===== src/rtl/mem_arbiter_rr.sv =====
// mem_arbiter_rr: round-robin arbiter sharing one synchronous RAM among NCORES cores,
// with registered RAM controls, tagged read returns and an optional grant quantum.
module mem_arbiter_rr #(
    parameter int NCORES  = 3,
    parameter int AW      = 8,
    parameter int DW      = 8,
    parameter int RD_LAT  = 1,
    parameter int QUANTUM = 8
) (
    input  logic                 clk,
    input  logic                 rst,
    input  logic [NCORES-1:0]    rden,
    input  logic [NCORES-1:0]    wren,
    input  logic [NCORES*AW-1:0] addr,
    input  logic [NCORES*DW-1:0] din,
    input  logic [DW-1:0]        ram_q,
    output logic [NCORES-1:0]    acq,
    output logic [NCORES*DW-1:0] dq,
    output logic [NCORES-1:0]    rvalid,
    output logic [AW-1:0]        ram_addr,
    output logic [DW-1:0]        ram_din,
    output logic                 ram_wren
);
    localparam int IW = $clog2(NCORES);
    localparam int CW = QUANTUM > 0 ? $clog2(QUANTUM + 1) : 1;
    typedef enum logic {IDLE, OWN} state_t;
    state_t state, state_n;
    logic [IW-1:0] owner, owner_n, ptr, ptr_n, pend_w, pend_w_n, win, j;
    logic [CW-1:0] cnt, cnt_n;
    logic [NCORES-1:0] req;
    logic [RD_LAT:0] tv;
    logic [RD_LAT:0][IW-1:0] tw;
    logic pend, pend_n, found, acc, last, hand;
    assign req  = rden | wren;
    assign acc  = state == OWN && req[owner];
    assign last = QUANTUM > 0 && cnt == CW'(QUANTUM - 1);
    assign hand = state == OWN && (!req[owner] || (last && found));
    assign acq  = state == OWN ? NCORES'(1) << owner : '0;
    // While owning, the scan skips the owner itself (offset NCORES wraps back to ptr == owner).
    always_comb begin
        found = 1'b0;
        win   = '0;
        j     = '0;
        for (int k = NCORES; k >= 1; k--) begin
            j = IW'((int'(ptr) + k) % NCORES);
            if (req[j] && !(state == OWN && k == NCORES)) begin
                found = 1'b1;
                win   = j;
            end
        end
    end
    always_comb begin
        state_n  = state;
        owner_n  = owner;
        ptr_n    = ptr;
        cnt_n    = cnt;
        pend_n   = pend;
        pend_w_n = pend_w;
        if (state == IDLE) begin
            if (pend || found) begin
                state_n = OWN;
                owner_n = pend ? pend_w : win;
                ptr_n   = pend ? pend_w : win;
                cnt_n   = '0;
                pend_n  = 1'b0;
            end
        end else if (hand) begin
            state_n  = IDLE;
            pend_n   = found;
            pend_w_n = win;
        end else if (acc && !last) begin
            cnt_n = cnt + 1'b1;
        end
    end
    always_ff @(posedge clk or posedge rst) begin
        if (rst) begin
            state    <= IDLE;
            owner    <= '0;
            ptr      <= IW'(NCORES - 1);
            cnt      <= '0;
            pend     <= 1'b0;
            pend_w   <= '0;
            tv       <= '0;
            tw       <= '0;
            dq       <= '0;
            rvalid   <= '0;
            ram_addr <= '0;
            ram_din  <= '0;
            ram_wren <= 1'b0;
        end else begin
            state    <= state_n;
            owner    <= owner_n;
            ptr      <= ptr_n;
            cnt      <= cnt_n;
            pend     <= pend_n;
            pend_w   <= pend_w_n;
            tv       <= {tv[RD_LAT-1:0], acc && !wren[owner]};
            tw       <= {tw[RD_LAT-1:0], owner};
            rvalid   <= tv[RD_LAT] ? NCORES'(1) << tw[RD_LAT] : '0;
            ram_wren <= acc && wren[owner];
            if (tv[RD_LAT])
                dq[tw[RD_LAT]*DW +: DW] <= ram_q;
            if (acc) begin
                ram_addr <= addr[owner*AW +: AW];
                ram_din  <= din[owner*DW +: DW];
            end
        end
    end
endmodule


===== config.mk =====
export PLATFORM = sky130hd
export DESIGN_NAME = mem_arbiter_rr
export DESIGN_NICKNAME = d
export VERILOG_FILES = /design/src/rtl/mem_arbiter_rr.sv
export SDC_FILE = /design/constraint.sdc
export NUM_CORES = 1
export LEC_CHECK = 0
export CORE_UTILIZATION = 25
export DETAILED_ROUTE_END_ITERATION = 8
export GPL_ROUTABILITY_DRIVEN = 0
export MAX_ROUTING_LAYER = met4
export PLACE_DENSITY_LB_ADDON = 0.3
export SYNTH_ARGS = -nofsm -noshare
export SYNTH_HDL_FRONTEND = slang
export SYNTH_SLANG_ARGS = --single-unit

===== constraint.sdc =====
create_clock -name clk -period 7 [get_ports clk]
set_input_delay 1.05 -clock clk [delete_from_list [all_inputs] [get_ports clk]]
set_output_delay 1.05 -clock clk [all_outputs]
set_load 0.1 [all_outputs]

## Word-level counts from Yosys, hierarchy flattened

Index checks and enable logic that the tools add are counted.

| operators by class | value |
|---|---|
| $add $sub $neg | 5 |
| div/mod/pow operators | 3 |
| magnitude comparators | 4 |
| equal/unequal tests | 4 |
| shifts and indexed selects | 6 |
| muxes and demuxes | 30 |
| bitwise operators | 2 |
| reduce and logical (&&, ||, !) cells | 18 |

Operators with widths:

| kind | count |
|---|---|
| $mod A32 B3 Y32 const B | 3 |
| $shiftx A24 B6 Y8 | 2 |
| $neg A5 Y34 | 1 |
| $shift A8 B34 Y24 const A | 1 |
| $shiftx A8 B34 Y24 | 1 |
| $bwmux W24 | 1 |
| $mux W4 | 4 |
| $mux W1 | 14 |
| $lt A2 B3 Y1 const B | 4 |
| $bmux W1 S2 | 5 |
| $mux W2 | 4 |
| $logic_and A1 B1 Y1 | 7 |
| $add A2 B2 Y3 const B | 2 |
| $mux W3 | 2 |
| $reduce_and A2 Y1 | 3 |
| $shl A1 B2 Y3 const A | 2 |
| $add A4 B1 Y4 const B | 1 |
| $eq A4 B3 Y1 const B | 1 |
| $logic_not A1 Y1 | 4 |
| $ne A2 B1 Y1 const B | 2 |
| $add A2 B1 Y3 const B | 1 |
| $or A3 B3 Y3 | 1 |
| $reduce_and A3 Y1 | 1 |
| $logic_or A1 B1 Y1 | 2 |
| 3 further kinds | 3 |

| word-level totals | value |
|---|---|
| bits in registers | 62 |
| input port bits | 64 |
| output and inout port bits | 47 |
| logic and storage cells | 86 |

## Logic depth before layout (Yosys ltp)

Gate-level depths: netlist of the first run.

| depth | value |
|---|---|
| word-level depth | 13 |
| gate-level depth with buffers | 9 |
| mapped depth without buffers | 7 |

## Least setup slack after synthesis of the first run

OpenSTA, ideal clock, no wires.

| timing | value |
|---|---|
| path kind | reg-to-output |
| from | register owner[1] |
| to | output acq[2] |
| arrival time | 1.702 ns |
| required time | 5.950 ns |
| slack | 4.248 ns |
| stages on the path, launching flop included | 4 |
| path buffers | 2 |
| cells stage by stage | dfrtp_1 -> buf_2 -> buf_1 -> and3_1 |

| on the way | value |
|---|---|
| longest elaborated chain between the ends | 2 |

Ends and longest elaborated chain:

| item | RTL line | source |
|---|---|---|
| start, declared | 28 | `logic [IW-1:0] owner, owner_n, ptr, ptr_n, pend_w, pend_w_n, win, j;` |
| start signal, assigned | 92 | `owner <= owner_n;` |
| $shl A1 B2 Y3 | 38 | `assign acq = state == OWN ? NCORES'(1) << owner : '0;` |
| $mux W3 | 38 |  |
| end, declared | 17 | `output logic [NCORES-1:0] acq,` |

No other way between the ends.

## Final worst setup path of the first run

Same ends and word-level chain as after synthesis.

==> results of run 1 <==
[metal layers]
| metal | vias to the layer above | wire length, um | share of wire, % |
|---|---|---|---|
| met5 | - | 0 | 0 |
| met2 | 94 | 3670 | 48 |
| li1 | 1235 | - | - |
| met1 | 1183 | 3410 | 45 |
| met4 | 0 | 30 | 0.39 |
| met3 | 7 | 538 | 7.0 |
[worst max-delay path, stage by stage, from the launching register on]
cell             delay [ns]
dfrtp_1                0.84
and3_1                 0.27
clkdlybuf4s50_1        1.13
[cell usage after synthesis, drive strengths merged]
master / n / area (um^2)
o21bai: 4 / 30.0
nand2b: 3 / 18.8
and3b: 1 / 8.76
or3: 1 / 6.26
a21oi: 24 / 120
and2: 3 / 18.8
nor3b: 2 / 20.0
a221o: 1 / 10.0
a22oi: 1 / 7.51
a211o: 2 / 17.5
nor4b: 3 / 45.0
mux2i: 19 / 190
a221oi: 1 / 15.0
ha: 9 / 113
o21ai: 17 / 85.1
xor2: 1 / 8.76
a41o: 1 / 10.0
nand3: 3 / 15.0
and3: 4 / 25.0
o21ba: 1 / 10.0
o31ai: 1 / 7.51
nor2: 28 / 108
dfrtp: 60 / 1500
mux2: 2 / 22.5
a22o: 24 / 210
clkbuf: 3 / 11.3
o32ai: 2 / 43.8
nor2b: 4 / 25.0
inv: 10 / 37.5
buf: 7 / 40.0
nand4: 1 / 6.26
nor3: 2 / 15.0
dfstp: 1 / 26.3
nor4: 1 / 6.26
nand2: 26 / 97.6
or2: 2 / 12.5
o22ai: 1 / 6.26
a21o: 1 / 7.51
a31oi: 1 / 6.26
or4: 1 / 7.51
[placed cells by master (no fill, tap or decap), types with 2 or more instances in the layout]
master,n
nor2b_1,4
a21oi_1,24
clkbuf_8,3
nor2_1,27
clkbuf_16,9
o21ai_0,17
buf_4,2
inv_1,9
or2_2,2
and3_1,4
a22o_1,24
nor4b_2,3
and2_1,3
mux2i_1,19
mux2_2,2
ha_1,9
o21bai_1,4
dfrtp_1,60
clkinvlp_4,2
nand3_1,3
clkdlybuf4s50_1,110
a211o_1,2
nand2b_1,3
nand2_1,26
[registers in the layout, indices dropped and copies added (netlist names)]
register  cells
pend          1
cnt           4
ram_addr      8
dq           24
rvalid        3
owner         2
ptr           1
ram_din       8
ram_wren      1
tw            4
state         1
tv            2
pend_w        2
[layout make-up]
| class | count | area [um^2] |
|---|---|---|
| repair buffers | 112 | 1120 |
| fillers | 1163 | 7010 |
| flip-flops and latches | 61 | 1530 |
| clock inverters | 3 | 20.0 |
| well taps | 143 | 179 |
| multi-input cells | 198 | 1360 |
| inverters | 10 | 37.5 |
| clock buffers | 12 | 267 |
[logic make-up (layout without fill, tap and decap cells)]
logic type / count (synthesis) / after routing / synth area share (%)
compound gates: 82 / 82 / 19.7
xor+xnor: 1 / 1 / 0.295
fa+ha+maj: 9 / 9 / 3.79
buf+inv: 20 / 137 / 2.99
flops: 61 / 61 / 51.4
mux: 21 / 21 / 7.15
simple gates: 85 / 85 / 14.6
[metrics by stage]
step	hold WS [ns]	std cells
5_1_grt	0.355	539
6_report	0.346	539
3_5_place_dp	0.336	524
2_1_floorplan	0.331	279
3_3_place_gp	0.332	524
4_1_cts	0.348	539
[worst paths after layout]
path	startpoint	endpoint	slack (ns)	cells after the start
min	tw[1]	tw[3]	0.35	0
min in group asynchronous	rst	rvalid[2]	1.28	3
min reg2reg	tw[1]	tw[3]	0.35	0
max	owner[1]	acq[2]	3.39	2
max in group asynchronous	rst	dq[5]	5.20	3
max reg2reg	owner[0]	ram_din[7]	4.34	6
==> results.py, run 1 <==
metrics = {
    "synth": {
        "synth-seq-cells": 61,
        "post_synth_inst_count": 279,
        "synth.avg_cell_area_um2": 10.7,
        "netlist_area_um2": 2970,
        "synth_nets": 352,
        "number_of_warnings_printed_during_yosys_synthesis": 0,
        "synth.distinct_cells": 46,
        "yosysSeqAreaShare_pct": 51.4,
    },
    "cts": {
        "clk_root_buffer_cell": "clkbuf_16",
        "clock_latency_ns": 0.32,
        "post_cts_hold_buffer_count": 0,
        "clock_sink_count": 61,
        "postCtsSetupBuffers": 0,
        "cts_tree": "built",
        "cts_buffer_depth": 2,
        "cts.htree.levels": 3,
        "path_clk_slew_ns": 0.05,
        "post_cts_resize_count": 0,
        "cts_made_buffers": 9,
    },
    "job": {
        "maxcap_viol_count": 0,
    },
    "grt": {
        "first_global_vias": 2615,
        "grt_first_pass_wirelength_mm": 12.8,
        "grt.met1_usage_pct": 16.2,
        "track_usage_pct": 13.3,
        "gr-total-overflow": 0,
        "gr_util_met3_pct": 4.05,
        "antenna_found_initial": 0,
        "met2_global_route_usage_pct": 21.6,
        "globalRoute.busiestLayer": "met2",
        "grt_start_max_net_pins": 62,
    },
    "floorplanning": {
        "io_pins": 111,
        "die_height_um": 111,
        "horiz_die_dim_um": 111,
        "initial_core_util_pct": 25.8,
        "design.core.area_um2": 11500,
        "dieArea_um2": 12300,
        "num_rows": 39,
    },
    "timing": {
        "achievable-frequency_mhz": 277,
        "drv_slew": 0,
        "timing_worst_slew_pin_value_ns": 1.02,
        "setup_total_negative_slack_ns": 0,
        "setup_violations": 0,
        "period_needed_ns": 3.61,
        "timing.final.hold_violations": 0,
        "timing.slew.headroom_pct": 31.5,
        "period_share_pct": 51.6,
        "worst_clock_skew_ns": 0.00459,
        "postLayoutSetupSlackWorst_ns": 3.39,
        "rsz_0062_raised_after_global_routing": "false",
    },
    "placement": {
        "hpwl_mm": 5.62,
        "portBuffers": 110,
        "dpl-instance-area_um2": 4220,
        "dp_slack_ns": 3.69,
    },
    "route": {
        "ratio_of_routed_vias_to_standard_cells": 4.67,
        "route.vias.total": 2519,
        "wl_per_cell_um": 14.2,
        "route.final.wire_length_mm": 7.65,
        "drt_first_pass_iters": 6,
        "detail_route.iter0.violations": 109,
        "drcViolationCount": 20,
        "antenna_violating_nets_post_route": 0,
    },
    "hold_path": {
        "worst_hold_path_type": "reg2reg",
    },
    "layout": {
        "area_growth_syn_to_layout_pct": 51.5,
        "antenna_cells_inserted": 0,
        "postLayoutCoreUtil_pct": 39.1,
        "finalInstanceArea_um2": 4500,
        "drive_above_1_share_pct": 8.33,
        "final_net_count": 465,
    },
    "critical_path": {
        "startpoint_type": "flip-flop",
        "critPathKind": "reg2out",
        "end_kind": "primary output",
        "cp.required_ns": 5.95,
        "cp_data_arrival_time_ns": 2.56,
        "critical_path_peak_fanout": 22,
    },
    "outcome": {
        "violated_checks": "design-rule violations",
        "status": "finished, violations left",
    },
}
Power of run 1 is left out: the tool's default activity adds up to more than one toggle a clock period on the data nets, which glitch-free logic cannot reach.
==> run 2, diff against run 1 <==
==> constraint.sdc (replaced) <==
create_clock -name clk -period 3.5 [get_ports clk]
set_input_delay 0.525 -clock clk [delete_from_list [all_inputs] [get_ports clk]]
set_output_delay 0.525 -clock clk [all_outputs]
set_load 0.1 [all_outputs]
==> results.py, run 2 (synthesis results as in run 1) <==
metrics = {
    "floorplanning": {
        "die_height_um": 111,
        "dieArea_um2": 12300,
        "io_pins": 111,
        "horiz_die_dim_um": 111,
        "design.core.area_um2": 11500,
        "initial_core_util_pct": 25.8,
        "num_rows": 39,
    },
    "layout": {
        "largest_reg_flops": 24,
        "finalInstanceArea_um2": 4540,
        "drive_above_1_share_pct": 10.0,
        "layout.cells.most_common_list": "clkdlybuf4s50_1, dfrtp_1, nor2_1",
        "final-instance-count-excl-fill": 542,
        "antenna_cells_inserted": 0,
        "layout.cells.most_common": "clkdlybuf4s50_1",
        "final_net_count": 468,
        "area_growth_syn_to_layout_pct": 52.7,
        "biggestRegsByFlops": "dq: 24 flops, ram_addr: 8 flops, ram_din: 8 flops",
        "top_register": "dq",
    },
    "cts": {
        "postCtsSetupBuffers": 0,
        "cts_made_buffers": 9,
        "cts_buffer_depth": 2,
        "post_cts_resize_count": 0,
        "clock_sink_count": 61,
        "post_cts_hold_buffer_count": 0,
        "clock_latency_ns": 0.32,
        "cts.htree.levels": 3,
        "path_clk_slew_ns": 0.05,
        "cts_tree": "built",
        "clk_root_buffer_cell": "clkbuf_16",
    },
    "outcome": {
        "status": "finished, violations left",
        "violated_checks": "design-rule violations",
    },
    "job": {
        "maxcap_viol_count": 0,
    },
    "timing": {
        "rsz_0062_raised_after_global_routing": "false",
        "achievable-frequency_mhz": 412,
        "period_share_pct": 69.4,
        "period_needed_ns": 2.43,
        "setup_total_negative_slack_ns": 0,
        "timing_worst_slew_pin_value_ns": 1.02,
        "timing.slew.headroom_pct": 31.8,
        "postLayoutSetupSlackWorst_ns": 1.07,
        "setup_violations": 0,
        "drv_slew": 0,
        "worst_clock_skew_ns": 0.00579,
        "timing.final.hold_violations": 0,
    },
    "route": {
        "route.final.wire_length_mm": 7.90,
        "drt_first_pass_iters": 7,
        "route.vias.total": 2522,
        "met1Wirelength_mm": 3.59,
        "wl_per_cell_um": 14.6,
        "topmost_layer_with_routed_signal_wires": "met4",
        "wl_met3_um": 499,
        "antenna_violating_nets_post_route": 0,
        "ratio_of_routed_vias_to_standard_cells": 4.65,
        "drcViolationCount": 21,
        "met2_wirelength_mm": 3.78,
        "detail_route.iter0.violations": 139,
    },
    "hold_path": {
        "holdPathStages": 0,
        "worst_hold_path_type": "reg2reg",
        "min_from": "tv[0]",
        "whs_endpoint": "tv[1]",
    },
    "critical_path": {
        "slowest_delay_ns": 0.54,
        "startpoint_type": "flip-flop",
        "timing.critical_path.cells": "inv_1 -> ha_1 -> and2_1 -> o32ai_2 -> a211o_1 -> o21bai_1 -> a221o_1",
        "critical_path_peak_fanout": 10,
        "critPathKind": "reg2reg",
        "crit_slowest_cell": "dfrtp_1",
        "r2r.worst_path.cells": 7,
        "cp_data_arrival_time_ns": 2.62,
        "cp.required_ns": 3.69,
        "timing.rr.end": "owner[0]",
        "critical_path.reg2reg.startpoint": "owner[0]",
        "timing.reg2reg.setup_slack_ns": 1.07,
        "end_kind": "flip-flop",
    },
    "placement": {
        "dpl-instance-area_um2": 4230,
        "dp_slack_ns": 1.04,
        "portBuffers": 110,
        "hpwl_mm": 5.87,
        "dpl.cell_count": 527,
    },
    "grt": {
        "grt_start_max_net_pins": 36,
        "grt_first_pass_wirelength_mm": 12.8,
        "gr-total-overflow": 0,
        "first_global_vias": 2512,
        "track_usage_pct": 13.6,
        "antenna_found_initial": 0,
    },
}
-- run 2: cell count changes in the layout (fill, tap and decap cells not counted) --
cell	before	now
clkinv_4	0	1
buf_4	2	9
clkinvlp_4	2	0
bufinv_16	0	1
clkdlybuf4s50_1	110	106
-- run 2: final cells by class --
| type | count | area (um^2) |
|---|---|---|
| Inverter | 10 | 37.5 |
| Sequential cell | 61 | 1530 |
| Clock inverter | 3 | 43.8 |
| Multi-Input combinational cell | 198 | 1360 |
| Fill cell | 1165 | 6980 |
| Timing Repair Buffer | 115 | 1130 |
| Clock buffer | 12 | 267 |
| Tap cell | 143 | 179 |
-- run 2: worst max-delay path by stage --
| stage | end | startpoint | slack (ns) |
|---|---|---|---|
| final | owner[0] | owner[0] | 1.07 |
| after global routing | owner[0] | owner[0] | 0.87 |
| after CTS | pend_w[0] | owner[0] | 1.04 |
| after detailed placement | pend_w[0] | wren[2] | 1.04 |
| after global placement | pend_w[1] | wren[2] | 1.08 |
| after floorplan | pend_w[0] | owner[0] | 1.10 |
-- run 2: stage by stage --
stage / utilization, % / hold WS [ns]
2_1_floorplan: - / 0.331
3_3_place_gp: 36.7 / 0.336
3_5_place_dp: 36.7 / 0.336
4_1_cts: 39.4 / 0.344
5_1_grt: 39.4 / 0.344
6_report: 39.4 / 0.345
-- run 2: per-layer routing --
layer	vias up	GRT usage, %
met5	-	-
met4	0	3.24
met3	6	4.10
met2	93	21.8
met1	1188	16.8
li1	1235	-
-- run 2: worst max-delay path, delay by kind of cell, from the launching register on --
| family | cells | cell delay (ns) |
|---|---|---|
| buffers and inverters | 1 | 0.16 |
| AOI/OAI and AO/OA | 4 | 1.02 |
| adders and majority gates | 1 | 0.40 |
| DFF | 1 | 0.54 |
| and+or+nand+nor | 1 | 0.19 |
Power of run 2 is left out for the same reason.
